## src/rtl/fetch_stage.sv

```systemverilog
// Instruction-fetch stage: owns the PC, registers the fetched instruction into IF/ID,
// and vectors a synchronized external interrupt to a fixed handler with one saved return PC.
module fetch_stage #(
    parameter logic [7:0]  RESET_PC   = 8'h00,
    parameter logic [7:0]  INT_VECTOR = 8'hF0,
    parameter logic [23:0] NOP        = 24'h000000
) (
    input  logic        clk,
    input  logic        reset,
    output logic [7:0]  Current_Address,
    input  logic [23:0] imem_data,
    input  logic        stall,
    input  logic        flush,
    input  logic        branch_taken,
    input  logic [7:0]  branch_target,
    input  logic        reti,
    input  logic        interrupt,
    output logic [23:0] ins,
    output logic [7:0]  ins_pc,
    output logic        ins_valid,
    output logic        int_active,
    output logic [7:0]  epc
);

    typedef enum logic [2:0] {
        ACT_BRANCH,
        ACT_RETI,
        ACT_TAKE,
        ACT_STALL,
        ACT_FETCH
    } action_t;

    action_t     action;
    logic        int_sync1, int_sync2, int_prev;
    logic        pending;
    logic        int_rise;

    logic [7:0]  pc_next;
    logic [23:0] ins_next;
    logic [7:0]  ins_pc_next;
    logic        ins_valid_next;
    logic        int_active_next;
    logic [7:0]  epc_next;
    logic        pending_next;

    assign int_rise = int_sync2 & ~int_prev;

    // One winner per edge, in descending priority.
    always_comb begin
        action = ACT_FETCH;
        if (branch_taken)
            action = ACT_BRANCH;
        else if (reti && int_active)
            action = ACT_RETI;
        else if (pending && !int_active && !stall)
            action = ACT_TAKE;
        else if (stall)
            action = ACT_STALL;
    end

    always_comb begin
        // NOTE: every comb output gets a default first so no path leaves it unassigned (no latch).
        pc_next         = Current_Address;
        ins_next        = ins;
        ins_pc_next     = ins_pc;
        ins_valid_next  = ins_valid;
        int_active_next = int_active;
        epc_next        = epc;

        case (action)
            ACT_BRANCH: begin
                pc_next        = branch_target;
                ins_next       = NOP;
                ins_valid_next = 1'b0;
            end
            ACT_RETI: begin
                pc_next         = epc;
                int_active_next = 1'b0;
                ins_next        = NOP;
                ins_valid_next  = 1'b0;
            end
            ACT_TAKE: begin
                epc_next        = Current_Address;
                pc_next         = INT_VECTOR;
                int_active_next = 1'b1;
                ins_next        = NOP;
                ins_valid_next  = 1'b0;
            end
            ACT_STALL: begin
                if (flush) begin
                    ins_next       = NOP;
                    ins_valid_next = 1'b0;
                end
            end
            default: begin
                pc_next = Current_Address + 8'd1;
                if (flush) begin
                    ins_next       = NOP;
                    ins_valid_next = 1'b0;
                end else begin
                    ins_next       = imem_data;
                    ins_pc_next    = Current_Address;
                    ins_valid_next = 1'b1;
                end
            end
        endcase

        // A new edge arriving on the take edge merges into the request being serviced.
        pending_next = pending;
        if (action == ACT_TAKE)
            pending_next = 1'b0;
        else if (int_rise)
            pending_next = 1'b1;
    end

    // NOTE: sequential state uses non-blocking assignments so every flop samples pre-edge values.
    always_ff @(posedge clk or negedge reset) begin
        if (!reset) begin
            int_sync1       <= 1'b0;
            int_sync2       <= 1'b0;
            int_prev        <= 1'b0;
            pending         <= 1'b0;
            Current_Address <= RESET_PC;
            ins             <= NOP;
            ins_pc          <= 8'h00;
            ins_valid       <= 1'b0;
            int_active      <= 1'b0;
            epc             <= 8'h00;
        end else begin
            int_sync1       <= interrupt;
            int_sync2       <= int_sync1;
            int_prev        <= int_sync2;
            pending         <= pending_next;
            Current_Address <= pc_next;
            ins             <= ins_next;
            ins_pc          <= ins_pc_next;
            ins_valid       <= ins_valid_next;
            int_active      <= int_active_next;
            epc             <= epc_next;
        end
    end

endmodule
```

## config.mk

```make
export PLATFORM = sky130hd
export DESIGN_NAME = fetch_stage
export DESIGN_NICKNAME = d
export VERILOG_FILES = /design/src/rtl/fetch_stage.sv
export SDC_FILE = /design/constraint.sdc
export NUM_CORES = 1
export LEC_CHECK = 0
export CORE_MARGIN = 8
export CORE_UTILIZATION = 41
export CTS_BUF_LIST = sky130_fd_sc_hd__clkbuf_4
export DETAILED_ROUTE_END_ITERATION = 8
export MAX_ROUTING_LAYER = met4
export PLACE_DENSITY = 0.82
export SETUP_SLACK_MARGIN = 0.2
export SYNTH_ARGS = -nofsm -noshare
export SYNTH_HDL_FRONTEND = slang
export SYNTH_SLANG_ARGS = --single-unit
```

## constraint.sdc

```tcl
create_clock -name clk -period 2.7 [get_ports clk]
set_input_delay 0.81 -clock clk [delete_from_list [all_inputs] [get_ports clk]]
set_output_delay 0.81 -clock clk [all_outputs]
set_load 0.05 [all_outputs]
```

# Word level (Yosys, flattened, before mapping)

Index checks and enable logic that the tools add are counted.

Register bits: 54
Output and inout port bits: 50

Add/subtract/negate cells: 1
Equality and inequality tests: 4
Muxes and demuxes: 14
Bitwise logic cells: 4
Reduce and logical (&&, ||, !) cells: 11

Operators by type and width:

| cell                | number |
|---|---|
| $mux 24             | 2 |
| $pmux 24 s2         | 1 |
| $pmux 8 s4          | 1 |
| $mux 3              | 4 |
| $add 8x1->8 const B | 1 |
| $eq 3x2->1 const B  | 2 |
| $mux 1              | 4 |
| $pmux 1 s2          | 2 |
| $reduce_bool 2->1   | 2 |
| $reduce_or 4->1     | 1 |
| $eq 3x1->1 const B  | 1 |
| $logic_and 1x1->1   | 3 |
| $logic_not 3->1     | 1 |
| $not 1->1           | 3 |
| $reduce_or 3->1     | 1 |
| $logic_not 1->1     | 2 |
| $ne 2x2->1 const B  | 1 |
| $reduce_and 2->1    | 1 |
| $and 1x1->1         | 1 |

# Longest topological paths before layout

Depth in word-level cells: 10
Mapped depth: 6
Mapped depth without buffers: 5

# Worst setup path after synthesis

No wires, ideal clock.

Kind: in2reg
From: input reti
To: register ins_pc[0]
Setup time: 128 ps
Arrival time: 2,024 ps
Data required time: 2,572 ps
Slack: 548 ps
Cell stages on the path: 5
Buffers on the path: 2
Path through: buf_2 > a21o_1 > nor4_4 > buf_6 > mux2_1

Word-level cells in the longest chain between the ends: 7
Elaborated cells on any way between the ends: 10

RTL lines:

| what                                     | line | source |
|---|---|---|
| from (decl)                              | 16   | `input logic reti,` |
| $logic_and 1x1->1 (*)                    | 53   | `else if (reti && int_active)` |
| $mux 3 (*)                               | 53   |  |
| $mux 3 (*)                               | 51   | `if (branch_taken)` |
| $eq 3x2->1, or another cell as far along | 70   | `case (action)` |
| $reduce_or 4->1 (no line) (*)            | -    |  |
| $not 1->1 (no line) (*)                  | -    |  |
| $reduce_and 2->1 (no line) (*)           | -    |  |
| to (signal assigned)                     | 136  | `ins_pc <= ins_pc_next;` |
| to (decl)                                | 19   | `output logic [7:0] ins_pc,` |

Every way passes the cells marked *; elsewhere a longest branch is shown, timed or not.
A chain may end at the register's enable or synchronous reset.

# Worst setup path after layout

From: register epc[4]
To: output epc[4]

RTL lines:

| what                   | line | source |
|---|---|---|
| from (decl)            | 22   | `output logic [7:0] epc` |
| from (signal assigned) | 139  | `epc <= epc_next;` |

No word-level cell between the ends.

==> reports/results.tsv <==
stage	metric	value	unit
run_status	status	complete, no violations	
min_path	min_from	int_sync1	
die	num_rows	27	
worst_setup_path	r2r-end	Current_Address[1]	
timing	post-route-min-period	2.40	ns
die	die_area	0.00825	mm2
worst_setup_path	path_cells	clkdlybuf4s50_1	
yosys	yosysWarnings	0	
grt	track_usage	15.2	%
timing	slew_violations	0	
worst_setup_path	worstSetupEndpointType	output pin	
finish	instances_no_fill	347	
pwr	max-vdd-ir-drop	0.000543	V
yosys	synth_seq_area_share	58.9	%
timing	finClkSkew	0.00936	ns
die	start_util	41.9	%
worst_setup_path	crit_buf_inv	1	
yosys	syn_area	0.00229	mm2
timing	rsz0062_at_grt	false	
grt	antenna_found_initial	0	
grt	grt_max_degree	34	
worst_setup_path	critPathSlowestCell	clkdlybuf4s50_1	
min_path	hold_path_depth	0	
finish	fill_cells	490	
flow_run	drv_cap	0	
worst_setup_path	crit_required	1.89	ns
worst_setup_path	cp_top_family	buffers and inverters	
yosys	synth-seq-cells	54	
yosys	syn_nets	219	
finish	drive_above_1_share	12.7	%
yosys	ys_async_sr_fraction	100	%
place	gp_congestion	0.855	
cts	root_buffer	clkbuf_4	
place	hpwlAfterDp	4580	um
grt	first_global_vias	2006	
cts	cts_buffers	5	
yosys	synthFlopType	dfrtp_1	
place	place_inst	339	
cts	clock-sinks	54	
pwr	power_density	883	mW/mm2
cts	cts_max_level	2	
finish	layout.nets	314	
timing	timing.fmax	417	MHz
yosys	synth_edf_count	0	
finish	area_growth	46.3	%
min_path	hp-class	reg2reg	
pwr	leakagePower	1.46	nW
worst_setup_path	crit_path_max_fanout	3	
timing	fin_crit_sh	88.8	%
worst_setup_path	critPathLaunchType	flop	
yosys	synth_cell_type_count	43	
cts	hold_buffers	0	
worst_setup_path	timing.reg2reg.worst_path_depth	4	
cts	clkLatencyLatePin	0.36	ns
routing	wire_per_inst	17.4	um
place	dpl_cell_area	0.00331	mm2
die	die_width	90.8	um
finish	antenna_cells	0	
finish	final_core_utilization	61.3	%
timing	tns	0	ns
cts	cts_tree	yes	
timing	finalSetupViolCount	0	
worst_setup_path	worstPathArrival	1.59	ns
routing	drtPass1Iterations	4	
place	io_buffers	88	
worst_setup_path	regToRegSetupSlack	0.86	ns
routing	vias	1852	
timing	hold_viol	0	
routing	drt_iter0_drc	67	
die	io_pins	89	
cts	post-cts-setup-buffer-count	0	
timing	worstMarginPinSlew	0.618	ns
yosys	postSynthAreaPerCell	12.8	um2
yosys	netlist_instances	179	
routing	via_per_inst	5.34	
worst_setup_path	crit_type	reg2out	
routing	drtAntennaViolNets	0	
routing	drt_wl_total	6050	um
grt	grt_pass1_wl	10100	um
die	coreArea	0.00547	mm2
cts	clk_pin_slew_worst_paths	0.14	ns
die	fp.dieH	90.8	um
routing	drc	0	
worst_setup_path	cpPeakStageDelay	0.82	ns
timing	slew_headroom	58.5	%
min_path	holdPathEnd	int_sync2	
finish	design_area	0.00336	mm2
timing	hold_ws	0.371	ns
worst_setup_path	r2r_start	int_active	
grt	grt_overflow	0	
cts	clock_path_buffers	2	
## final cells by class
| type | count | area [um2] | area share (%) |
|---|---|---|---|
| flip-flops and latches | 54 | 1350 | 40.3 |
| repair buffers | 98 | 978 | 29.1 |
| multi-input cells | 110 | 865 | 25.8 |
| well taps | 72 | 90.1 | 2.68 |
| clock buffers | 6 | 45.0 | 1.34 |
| inverters | 5 | 18.8 | 0.559 |
| clock inverters | 2 | 8.76 | 0.261 |
## state kept, by name, indices dropped and copies added (netlist names)
signal and flops:
epc 8, ins_pc 8, int_prev 1, ins_valid 1, int_sync2 1, int_sync1 1, pending 1, ins 24
int_active 1, Current_Address 8
## logic make-up (layout without fill, tap and decap cells)
family	after synthesis	after routing	synth area share [%]
AOI/OAI and AO/OA	52	52	18.4
adders and majority gates	1	1	0.545
buffers and inverters	15	111	3.43
DFF	54	54	58.9
muxes	17	17	8.34
and+or+nand+nor	40	40	10.4
## metal layers
layer	part of all wire (%)	vias to the layer above	routed length, um	global-route usage (%)
li1	-	862	-	-
met1	44	916	2690	18.0
met2	49	63	2940	24.2
met3	4.8	11	289	3.66
met4	2.3	0	140	6.14
met5	0	-	0	-
## cells in the mapped netlist, types with 2 or more instances
cell type	instances	share of area, %
nand2b_1	4	1.1
a21oi_1	2	0.44
nor3_1	3	0.65
nor2_1	7	1.1
inv_1	5	0.82
buf_4	2	0.65
mux2_1	5	2.5
dfrtp_1	54	59
nand3_1	3	0.65
mux2_2	12	5.9
a31oi_1	3	0.82
o21ai_0	3	0.65
o21a_1	3	0.98
nand4_1	2	0.55
nand2_1	10	1.6
a22o_1	24	9.2
a21o_1	3	0.98
or4_1	2	0.65
o221ai_1	3	1.1
buf_2	6	1.3
## stage by stage
step / power [W] / worst slack (ns)
2_1_floorplan: 0.00210 / 0.548
3_3_place_gp: 0.00265 / 0.157
3_5_place_dp: 0.00267 / 0.0821
4_1_cts: 0.00299 / 0.276
5_1_grt: 0.00310 / 0.247
6_report: 0.00296 / 0.302
## worst max-delay path by stage
stage,startpoint,end,cells past startpoint
2_1_floorplan,reti,ins_pc[0],5
6_report,epc[4],epc[4],1
3_3_place_gp,reti,ins_pc[2],5
3_5_place_dp,reti,ins_pc[1],5
5_1_grt,epc[2],epc[2],1
4_1_cts,Current_Address[0],Current_Address[0],1
## power breakdown
group          internal, W  switching [W]
combinational     0.000530       0.000916
clock             0.000109       0.000233
sequential        0.000990       0.000186
total              0.00163        0.00133
## cells in the final DEF, fill, tap and decap left out, types with 2 or more instances in the layout
| master | n |
|---|---|
| nor2_1 | 7 |
| or4_1 | 2 |
| dfrtp_1 | 54 |
| nand4_1 | 2 |
| a22o_1 | 24 |
| buf_4 | 7 |
| a21oi_1 | 2 |
| o21a_1 | 3 |
| nand2_1 | 10 |
| buf_12 | 3 |
| o221ai_1 | 3 |
| clkdlybuf4s50_1 | 79 |
| inv_1 | 5 |
| nand3_1 | 3 |
| dlygate4sd2_1 | 8 |
| clkbuf_4 | 6 |
| nand2b_1 | 4 |
| o21ai_0 | 3 |
| a31oi_1 | 3 |
| mux2_2 | 12 |
| mux2_1 | 5 |
| a21o_1 | 3 |
| nor3_1 | 3 |
## repair_timing
item | CTS | global route
hold endpoints to repair | 0 | 0
setup endpoints to repair | 8 | 0
gates resized for setup | 8 | 0
No activity file was read; power rests on OpenSTA's default activity.
